$ cat src/rtl/pcie_egress_arb_pkg.sv
// ---------------------------------------------------------------------------
// pcie_egress_arb_pkg
// Shared definitions for the PCIe egress arbiter: requester indices,
// requester count, header field widths and the arbiter state encoding.
// ---------------------------------------------------------------------------
package pcie_egress_arb_pkg;

   localparam int REQ_CFG   = 0;   // configuration/status writer
   localparam int REQ_WR    = 1;   // host-bound data writer
   localparam int REQ_RD    = 2;   // read-request issuer
   localparam int REQ_COUNT = 3;

   localparam int CMD_W   = 8;
   localparam int FLAGS_W = 14;
   localparam int ADDR_W  = 32;
   localparam int RID_W   = 16;
   localparam int TAG_W   = 8;

   // 4-bit encodings shared with the other egress controllers
   typedef enum logic [3:0] {
      ST_IDLE = 4'h0,
      ST_SEND = 4'h1,
      ST_DONE = 4'h2
   } arb_state_t;

endpackage

$ cat src/rtl/pcie_egress_pick.sv
// ---------------------------------------------------------------------------
// pcie_egress_pick
// Combinational winner select for the egress arbiter.
//   req[2:0]         : pending requests (0 = cfg, 1 = data write, 2 = read)
//   cfg_streak_full  : cfg has used its burst allowance
//   last_data[1:0]   : index of the last data winner (1 or 2)
//   winner[2:0]      : one-hot winner, all zero when nothing is requested
// ---------------------------------------------------------------------------
module pcie_egress_pick
   import pcie_egress_arb_pkg::*;
(
   input  logic [REQ_COUNT-1:0] req,
   input  logic                 cfg_streak_full,
   input  logic [1:0]           last_data,
   output logic [REQ_COUNT-1:0] winner
);

   logic w_data_pend;

   assign w_data_pend = req[REQ_WR] | req[REQ_RD];

   always_comb begin
      winner = '0;
      // cfg yields only once its burst is spent and a data requester waits
      if (req[REQ_CFG] && !(cfg_streak_full && w_data_pend)) begin
         winner[REQ_CFG] = 1'b1;
      end else if (req[REQ_WR] && req[REQ_RD]) begin
         // both data requesters: prefer the one that did not win last
         if (last_data == 2'(REQ_RD)) winner[REQ_WR] = 1'b1;
         else                         winner[REQ_RD] = 1'b1;
      end else if (req[REQ_WR]) begin
         winner[REQ_WR] = 1'b1;
      end else if (req[REQ_RD]) begin
         winner[REQ_RD] = 1'b1;
      end
   end

endmodule

$ cat src/rtl/pcie_egress_arbiter.sv
// ---------------------------------------------------------------------------
// pcie_egress_arbiter
// Shares the PCIe egress TLP engine among the cfg writer, data writer and
// read-request issuer. Latches the winner's header, drives the egress
// enable and FIFO source select, gates on flow-control credit and aborts a
// hung transfer with a watchdog.
// Ports:
//   clk, rst (sync, active-high), i_cmd_rst_stb (in-band reset pulse)
//   i_pcie_fc_ready          : credit available, sampled in IDLE only
//   i_req / o_gnt            : per-requester request / one-hot grant
//   o_done / o_err           : completion / abort pulses to the winner
//   i_req_tlp_* / i_req_tag  : packed per-requester header inputs
//   o_egress_enable          : high for the whole SEND phase
//   i_egress_finished        : engine completed the TLP
//   o_egress_tlp_* / o_egress_tag : latched header of the winner
//   o_egress_cntrl_fifo_select    : 1 = control FIFO (cfg winner)
//   o_timeout_count          : saturating count of watchdog aborts
// ---------------------------------------------------------------------------
module pcie_egress_arbiter
   import pcie_egress_arb_pkg::*;
#(
   parameter int TIMEOUT_CYCLES = 4096,
   parameter int CFG_BURST_MAX  = 4
) (
   input  logic                           clk,
   input  logic                           rst,
   input  logic                           i_cmd_rst_stb,
   input  logic                           i_pcie_fc_ready,
   input  logic [REQ_COUNT-1:0]           i_req,
   output logic [REQ_COUNT-1:0]           o_gnt,
   output logic [REQ_COUNT-1:0]           o_done,
   output logic [REQ_COUNT-1:0]           o_err,
   input  logic [REQ_COUNT*CMD_W-1:0]     i_req_tlp_command,
   input  logic [REQ_COUNT*FLAGS_W-1:0]   i_req_tlp_flags,
   input  logic [REQ_COUNT*ADDR_W-1:0]    i_req_tlp_address,
   input  logic [REQ_COUNT*RID_W-1:0]     i_req_tlp_requester_id,
   input  logic [REQ_COUNT*TAG_W-1:0]     i_req_tag,
   output logic                           o_egress_enable,
   input  logic                           i_egress_finished,
   output logic [CMD_W-1:0]               o_egress_tlp_command,
   output logic [FLAGS_W-1:0]             o_egress_tlp_flags,
   output logic [ADDR_W-1:0]              o_egress_tlp_address,
   output logic [RID_W-1:0]               o_egress_tlp_requester_id,
   output logic [TAG_W-1:0]               o_egress_tag,
   output logic                           o_egress_cntrl_fifo_select,
   output logic [7:0]                     o_timeout_count
);

   localparam int STREAK_W = $clog2(CFG_BURST_MAX + 1);

   arb_state_t             r_state, w_state_next;
   logic [REQ_COUNT-1:0]   r_winner, w_winner;
   logic [1:0]             r_last_data;
   logic [STREAK_W-1:0]    r_cfg_streak;
   logic [15:0]            r_wdog;
   logic [16:0]            w_wdog_inc;
   logic                   r_abort;
   logic                   w_rst, w_start, w_timeout, w_streak_full;
   logic [CMD_W-1:0]       w_hdr_cmd;
   logic [FLAGS_W-1:0]     w_hdr_flags;
   logic [ADDR_W-1:0]      w_hdr_addr;
   logic [RID_W-1:0]       w_hdr_rid;
   logic [TAG_W-1:0]       w_hdr_tag;

   assign w_rst         = rst | i_cmd_rst_stb;
   assign w_start       = i_pcie_fc_ready & (|i_req);
   assign w_wdog_inc    = {1'b0, r_wdog} + 17'd1;
   assign w_timeout     = (w_wdog_inc == 17'(TIMEOUT_CYCLES));
   assign w_streak_full = (r_cfg_streak == STREAK_W'(CFG_BURST_MAX));

   pcie_egress_pick u_pick (
      .req             (i_req),
      .cfg_streak_full (w_streak_full),
      .last_data       (r_last_data),
      .winner          (w_winner)
   );

   // Header mux from the one-hot winner
   always_comb begin
      w_hdr_cmd   = '0;
      w_hdr_flags = '0;
      w_hdr_addr  = '0;
      w_hdr_rid   = '0;
      w_hdr_tag   = '0;
      for (int k = 0; k < REQ_COUNT; k++) begin
         if (w_winner[k]) begin
            w_hdr_cmd   = i_req_tlp_command[CMD_W*k +: CMD_W];
            w_hdr_flags = i_req_tlp_flags[FLAGS_W*k +: FLAGS_W];
            w_hdr_addr  = i_req_tlp_address[ADDR_W*k +: ADDR_W];
            w_hdr_rid   = i_req_tlp_requester_id[RID_W*k +: RID_W];
            w_hdr_tag   = i_req_tag[TAG_W*k +: TAG_W];
         end
      end
   end

   // FSM: state register
   always_ff @(posedge clk) begin
      if (w_rst) r_state <= ST_IDLE;
      else       r_state <= w_state_next;
   end

   // FSM: next state. A finish in the same cycle as a timeout wins (no abort).
   always_comb begin
      w_state_next = r_state;
      case (r_state)
         ST_IDLE: if (w_start) w_state_next = ST_SEND;
         ST_SEND: if (i_egress_finished || w_timeout) w_state_next = ST_DONE;
         ST_DONE: w_state_next = ST_IDLE;
         default: w_state_next = ST_IDLE;
      endcase
   end

   // FSM: outputs, decoded from registered state only
   always_comb begin
      o_egress_enable = (r_state == ST_SEND);
      o_gnt  = (r_state == ST_SEND) ? r_winner : '0;
      o_done = (r_state == ST_DONE) ? r_winner : '0;
      o_err  = (r_state == ST_DONE && r_abort) ? r_winner : '0;
   end

   // Datapath: header latch, arbitration history, watchdog, abort counter
   always_ff @(posedge clk) begin
      if (w_rst) begin
         r_winner                   <= '0;
         r_last_data                <= 2'(REQ_RD);
         r_cfg_streak               <= '0;
         r_wdog                     <= '0;
         r_abort                    <= 1'b0;
         o_timeout_count            <= '0;
         o_egress_cntrl_fifo_select <= 1'b0;
         o_egress_tlp_command       <= '0;
         o_egress_tlp_flags         <= '0;
         o_egress_tlp_address       <= '0;
         o_egress_tlp_requester_id  <= '0;
         o_egress_tag               <= '0;
      end else begin
         if (r_state == ST_IDLE && w_start) begin
            r_winner                   <= w_winner;
            o_egress_cntrl_fifo_select <= w_winner[REQ_CFG];
            o_egress_tlp_command       <= w_hdr_cmd;
            o_egress_tlp_flags         <= w_hdr_flags;
            o_egress_tlp_address       <= w_hdr_addr;
            o_egress_tlp_requester_id  <= w_hdr_rid;
            o_egress_tag               <= w_hdr_tag;
            if (w_winner[REQ_CFG]) begin
               // streak only grows while cfg is holding off a data requester
               if (|i_req[REQ_RD:REQ_WR]) begin
                  if (!w_streak_full) r_cfg_streak <= r_cfg_streak + 1'b1;
               end else begin
                  r_cfg_streak <= '0;
               end
            end else begin
               r_cfg_streak <= '0;
               r_last_data  <= w_winner[REQ_RD] ? 2'(REQ_RD) : 2'(REQ_WR);
            end
         end

         if (r_state == ST_SEND) r_wdog <= w_wdog_inc[15:0];
         else                    r_wdog <= '0;

         if (r_state == ST_SEND && w_timeout && !i_egress_finished) begin
            r_abort <= 1'b1;
            if (o_timeout_count != 8'hFF) o_timeout_count <= o_timeout_count + 8'd1;
         end else if (r_state == ST_DONE) begin
            r_abort <= 1'b0;
         end
      end
   end

endmodule

$ cat config.mk
export PLATFORM = sky130hd
export DESIGN_NAME = pcie_egress_arbiter
export DESIGN_NICKNAME = d
export VERILOG_FILES = /design/src/rtl/pcie_egress_arb_pkg.sv /design/src/rtl/pcie_egress_pick.sv /design/src/rtl/pcie_egress_arbiter.sv
export SDC_FILE = /design/constraint.sdc
export NUM_CORES = 1
export LEC_CHECK = 0
export CORE_AREA = 2 2 133 135
export DETAILED_ROUTE_END_ITERATION = 7
export DIE_AREA = 0 0 135 137
export GPL_ROUTABILITY_DRIVEN = 0
export GPL_TIMING_DRIVEN = 0
export HOLD_SLACK_MARGIN = 0.12
export PLACE_DENSITY = 0.76
export SLEW_MARGIN = 15
export SYNTH_ARGS = -nofsm -noshare
export SYNTH_HDL_FRONTEND = slang
export SYNTH_SLANG_ARGS = --single-unit
export TNS_END_PERCENT = 100
$ cat constraint.sdc
create_clock -name clk -period 3.09 [get_ports clk]
set_clock_uncertainty 0.1 [all_clocks]
set_input_delay 0.618 -clock clk [delete_from_list [all_inputs] [get_ports clk]]
set_output_delay 0.618 -clock clk [all_outputs]
set_load 0.1 [all_outputs]
[After elaboration in Yosys (flattened, before gate mapping)]
Index checks and enable logic that the tools add are counted.
Word-level totals
  bits in writable memories: 0
  memory bits (read-only): 0
  memories: 0
  latch bits: 0
  logic and storage cells: 84
  bits in registers: 116
  output and inout bits: 97
  input bits: 242
Operators by class
  div/mod/pow operators: 0
  $lt $le $gt $ge: 0
  eq/ne operators: 9
  multipliers: 0
  reduce and logical (&&, ||, !) cells: 19
  muxes and demuxes: 35
  shift-type cells: 0
  add/sub/neg operators: 3
  bitwise gates (word level): 5
Operators by type and width (number)
  32-bit 2-to-1 mux: 3
  16-bit 2-to-1 mux: 3
  8-bit 2-to-1 mux: 6
  14-bit 2-to-1 mux: 3
  3-bit 2-to-1 mux: 6
  16-bit by 1-bit adder with 17-bit output, second input constant: 1
  17-bit by 13-bit equality test with 1-bit output, second input constant: 1
  8-bit by 1-bit adder with 8-bit output, second input constant: 1
  1-bit 2-to-1 mux: 8
  4-bit 2-to-1 mux: 2
  8-bit inequality test, second input constant: 1
  4-bit case mux with 2 select lines: 1
  2-bit AND reduction: 4
  1-bit logical AND: 7
  2-bit 2-to-1 mux: 3
  4-bit by 1-bit equality test with 1-bit output, second input constant: 1
  4-bit by 2-bit equality test with 1-bit output, second input constant: 1
  4-bit zero test: 1
  2-bit OR reduction: 2
  3-bit by 1-bit adder with 3-bit output, second input constant: 1
  3-bit equality test, second input constant: 1
  3-bit inequality test, second input constant: 1
  3-bit OR reduction: 1
  2-bit equality test, second input constant: 1
  other kinds (8): 11

[Logic depth before layout (Yosys ltp)]
  depth after elaboration: 8
  depth in mapped cells: 9
  depth with buffers taken out: 8

[Modules after synthesis]
A second synthesis with hierarchy kept.
Second synthesis, totals
  cell total of the unflattened synthesis: 856
  area, all modules: 6207.2 um2
Modules (own cells, without submodules)
  pcie_egress_arbiter: area each 6152.2 um2, seq. area each 2262.2 um2, instances 1, cells each 848
  pcie_egress_pick: area each 55.1 um2, seq. area each 0.0 um2, instances 1, cells each 8

[Least setup slack after synthesis]
OpenSTA, ideal clock, no wires.
  path type: register to output
  start: register r_state[0]
  end: output o_gnt[0]
  path slack: -400 ps
  arrival time: 2772 ps
  buffers on the path: 0
  data required time: 2372 ps
  stages on the path, launching flop included: 3
  path through: dfxtp_1 nor2b_1 and2_1
On the way
  longest elaborated chain between the ends: 2
RTL lines
  start, declared: line pcie_egress_arbiter.sv:51  | arb_state_t r_state, w_state_next;
  start signal, assigned: line pcie_egress_arbiter.sv:99  | else r_state <= w_state_next;
  4-bit by 1-bit equality test with 1-bit output
  via o_egress_enable: line pcie_egress_arbiter.sv:38  | output logic o_egress_enable,
  3-bit 2-to-1 mux: line pcie_egress_arbiter.sv:116  | o_gnt = (r_state == ST_SEND) ? r_winner : '0;
  end, declared: line pcie_egress_arbiter.sv:30  | output logic [REQ_COUNT-1:0] o_gnt,
The timed path passes the listed nets, and every way through them passes these cells.

[Final worst setup path]
  start: register r_state[0]
  end: output o_egress_enable
On the way
  longest elaborated chain between the ends: 1
RTL lines
  4-bit by 1-bit equality test with 1-bit output: line pcie_egress_arbiter.sv:115  | o_egress_enable = (r_state == ST_SEND);
  end, declared: line pcie_egress_arbiter.sv:38
No other way between the ends.

==> metrics list <==
- The most critical setup path has its startpoint at r_state[0]$_SDFFE_PP0P_.
- Detailed-placement wirelength estimate: between 15,000 and 20,000 um
- Setup repair after global routing left no endpoint under its margin.
- Placeable core region: between 0.015 and 0.02 sq mm
* Avg Inst Size Synth: 7.19 sq um
- CP Class: reg2out
- MaxCap Viol Count: 0
- Average vias per placed instance: 5.24
- Number of port buffers: 338
- Setup slack after placement: -0.695 ns
- Sum of internal, switching and leakage power: around 4.5 mW
- EDFF count, synth: 0
- The synthesized design contains around 110 register bits.
* Starting Density: between 30 and 40%
- Termination of the worst setup path: o_egress_enable
* GRT Util Overall: a little over a quarter
- Buffers inserted during clock tree synthesis total 17.
* Clock-pin slew on the worst setup and hold paths: roughly 0.05 ns
- The library cell used most frequently in the layout, excluding fill and tap cells, is sky130_fd_sc_hd__clkdlybuf4s50_1.
- Yosys printed 0 warnings.
- Summed over all cells, the static leakage comes to around 3.6 nW.
* Flop-to-flop setup slack: ~0.44 ns
- The total overflow left after global routing is 0.
- After synthesis the cells add up to 0.00612 sq mm.
* I/O pin total: 339
* Worst Setup Start Kind: flip-flop
* Die Height: 137 um
- In the synthesized netlist, the number of instances is between 800 and 900.
- Entering global routing, the biggest net connects 17 pins.
- Count of nets after finishing: roughly 1,500
* Site row count: 48
- For this run, the top clock speed supported by timing is between 0.3 and 0.4 GHz.
* Residual DRC count: 0
* Worst-Skew Late Latency: between 0.4 and 0.5 ns
- Wire length of the first global-routing pass: ~38,000 um
* Part of the Yosys area used for sequential elements: between 30% and 40%
- The most used flip-flop cell after synthesis is sky130_fd_sc_hd__dfxtp_1.
- In the finished design, the share of the clock period the worst path needs comes to around 96%.
* Endpoint of the worst register-to-register path: o_timeout_count[3]$_SDFFE_PP0P_
* Layout overhead on the synthesized area: 69.6%
- Routed vias: ~7,600
- In this run the number of H-tree levels came out at 4.
* Iteration count of the initial detailed-routing pass: 5
- In this run the remaining antenna-violating nets after routing total 0.
* Final period demand of the worst path: roughly 3.0 ns
- Of all nets on the critical path, the largest fanout is 8.
* Fin. Hold Viols: 0
* Die area: ~0.018 sq mm
* Hold Path Class: reg2reg
- STA puts the critical path data arrival time at around 2.2 ns.
- The worst-case IR drop observed on VDD is 0.370 mV.
- Number of pins exceeding their max-slew limit in the final report: 0
- In the synthesized netlist the async set-or-reset flop fraction comes to 0%.
- Headroom to the max-slew limit came out at a little over a quarter.
- 0 antenna diodes ended up in the layout.
- Data required time of the worst path: between 2 and 2.5 ns
- The post-route netlist has 4.10% of its cells at a drive strength greater than 1.
* Bufs on Longest Clock Path: 2
- Most frequent cells in the layout: sky130_fd_sc_hd__clkdlybuf4s50_1, sky130_fd_sc_hd__nand2_1, sky130_fd_sc_hd__nand3_1
- TritonCTS built the clock tree.
* Outcome: complete, no violations
* Number of global-route vias before repair: about 7,200
- The startpoint identified for the worst register-to-register timing path is r_wdog[0]$_SDFF_PP0_.
- The number of antenna violations at the first check in global routing is 0.
- PnR worst setup slack: between 0.1 and 0.15 ns
- Dividing the detail-routed wire length by the instance count gives approximately 18 um.
- Pwr dens: 436 mW/mm^2
- Setup violations remaining at the end of the flow were counted as 0.
- After detailed placement, the design holds a cell count of about 1,400.
* Sink count of the clock tree: around 110
* R2r worst-path depth: 8
- After synthesis, the netlist uses between 40 and 50 different library cells.
- The die is approximately 140 um wide.
- Slew at the pin closest to its max-slew limit: ~1.1 ns
- Clock tree synthesis selected as its root buffer the cell sky130_fd_sc_hd__clkbuf_16.
- Critical path endpoint category: output pin
- Non-filler instance count after layout: ~1,400
- Hold repair after CTS inserted 0 buffers.
- For this block, the initial DRC count from the detailed router was ~470.
- Finished Core Util: around 61%
- Synthesized Nets: 1,098
* Overall routed net length: ~25,000 um
## registers in the layout, indices dropped and copies added (netlist names)
| name | cells |
|---|---|
| r_cfg_streak | 3 |
| o_egress_tlp_requester_id | 16 |
| o_egress_tlp_command | 8 |
| o_egress_tlp_flags | 14 |
| r_wdog | 16 |
| r_abort | 1 |
| r_last_data | 2 |
| o_egress_tlp_address | 32 |
| r_winner | 3 |
| o_timeout_count | 8 |
| o_egress_tag | 8 |
| r_state | 2 |
## layer usage
layer,global-route usage (%),up-vias,share of wire (%),wire length (um)
met5,0,-,0,0
met4,8.22,0,2.0,498
met3,6.04,32,5.8,1480
met2,48.2,253,52,13100
met1,31.7,3542,41,10300
li1,-,3743,-,-
## cells in the mapped netlist, types with 2 or more instances
cell | number | area share (%)
sky130_fd_sc_hd__nor2b_1 | 6 | 0.61
sky130_fd_sc_hd__nor4_2 | 2 | 0.41
sky130_fd_sc_hd__o21ba_2 | 2 | 0.33
sky130_fd_sc_hd__o211ai_1 | 79 | 9.7
sky130_fd_sc_hd__o21a_1 | 4 | 0.49
sky130_fd_sc_hd__nand3_1 | 166 | 14
sky130_fd_sc_hd__nand2_1 | 176 | 11
sky130_fd_sc_hd__o21ai_1 | 2 | 0.16
sky130_fd_sc_hd__o41ai_1 | 2 | 0.29
sky130_fd_sc_hd__xor2_1 | 5 | 0.72
sky130_fd_sc_hd__buf_6 | 2 | 0.37
sky130_fd_sc_hd__buf_1 | 9 | 0.55
sky130_fd_sc_hd__nand4_2 | 2 | 0.41
sky130_fd_sc_hd__xnor2_1 | 10 | 1.4
sky130_fd_sc_hd__mux2i_1 | 6 | 0.98
sky130_fd_sc_hd__and2_1 | 8 | 0.82
sky130_fd_sc_hd__ha_1 | 5 | 1.0
sky130_fd_sc_hd__inv_1 | 8 | 0.49
sky130_fd_sc_hd__and3_1 | 10 | 1.0
sky130_fd_sc_hd__buf_2 | 3 | 0.25
sky130_fd_sc_hd__dfxtp_1 | 113 | 37
sky130_fd_sc_hd__a21oi_1 | 88 | 7.2
sky130_fd_sc_hd__nand4_1 | 6 | 0.61
sky130_fd_sc_hd__or3_1 | 6 | 0.61
sky130_fd_sc_hd__nor3_1 | 7 | 0.57
sky130_fd_sc_hd__nor4_1 | 7 | 0.72
sky130_fd_sc_hd__nor2_1 | 28 | 1.7
sky130_fd_sc_hd__clkbuf_1 | 64 | 3.9
sky130_fd_sc_hd__o21ai_0 | 7 | 0.57
## critical path, cell delays in order (launching register included)
cell                              delay, ns
sky130_fd_sc_hd__dfxtp_1               0.34
sky130_fd_sc_hd__nor2b_2               0.30
sky130_fd_sc_hd__clkdlybuf4s50_1       1.19
## per-stage QoR
step                area [sq um]  TNS [ns]  hold slack, ns
floorplan                   6120         0           0.340
global placement            9790    -34.13           0.341
detailed placement          9790    -36.40           0.345
CTS                        10400         0           0.352
global route               10400         0           0.369
finish                     10400         0           0.351
## cell type report
cell class	instances	area, sq um
buffer	78	317
timing repair buffer	338	3380
clock buffer	25	495
clock inverter	5	77.6
fill	1576	6680
multi-input combinational	652	3530
tap	225	282
sequential	113	2260
inverter	8	30.0
## what timing repair did
action,4_1_cts,5_1_grt
setup buffers,0,0
cloned,0,0
endpoints found under the setup margin,37,21
resized for setup,10,9
## power by group
group | switching, mW | internal [mW]
Sequential | 0.0212 | 1.50
Clock | 0.651 | 1.26
Combinational | 0.641 | 0.453
Total | 1.31 | 3.21
## cell families after synthesis
logic type	after synthesis	share of synthesized area (%)
adder cells (fa/ha/maj)	5	1.02
flip-flops	113	37.0
AO/OA/AOI/OAI	194	20.3
AND/OR/NAND/NOR	432	33.0
multiplexers	6	0.981
XOR/XNOR	15	2.15
buffers and inverters	86	5.58
## worst min-delay path by stage
stage,startpoint,end,slack [ns],cells past startpoint
finish,o_egress_tlp_address[6]$_SDFFE_PP0P_,o_egress_tlp_address[6]$_SDFFE_PP0P_,0.35,2
floorplan,r_last_data[1]$_SDFFE_PP1P_,r_last_data[1]$_SDFFE_PP1P_,0.34,2
detailed placement,o_egress_tlp_requester_id[3]$_SDFFE_PP0P_,o_egress_tlp_requester_id[3]$_SDFFE_PP0P_,0.35,2
CTS,o_egress_tlp_requester_id[11]$_SDFFE_PP0P_,o_egress_tlp_requester_id[11]$_SDFFE_PP0P_,0.35,2
global placement,o_egress_tag[7]$_SDFFE_PP0P_,o_egress_tag[7]$_SDFFE_PP0P_,0.34,2
global route,o_egress_tlp_address[11]$_SDFFE_PP0P_,o_egress_tlp_address[11]$_SDFFE_PP0P_,0.37,2
Power figures use the tool's default switching activity.
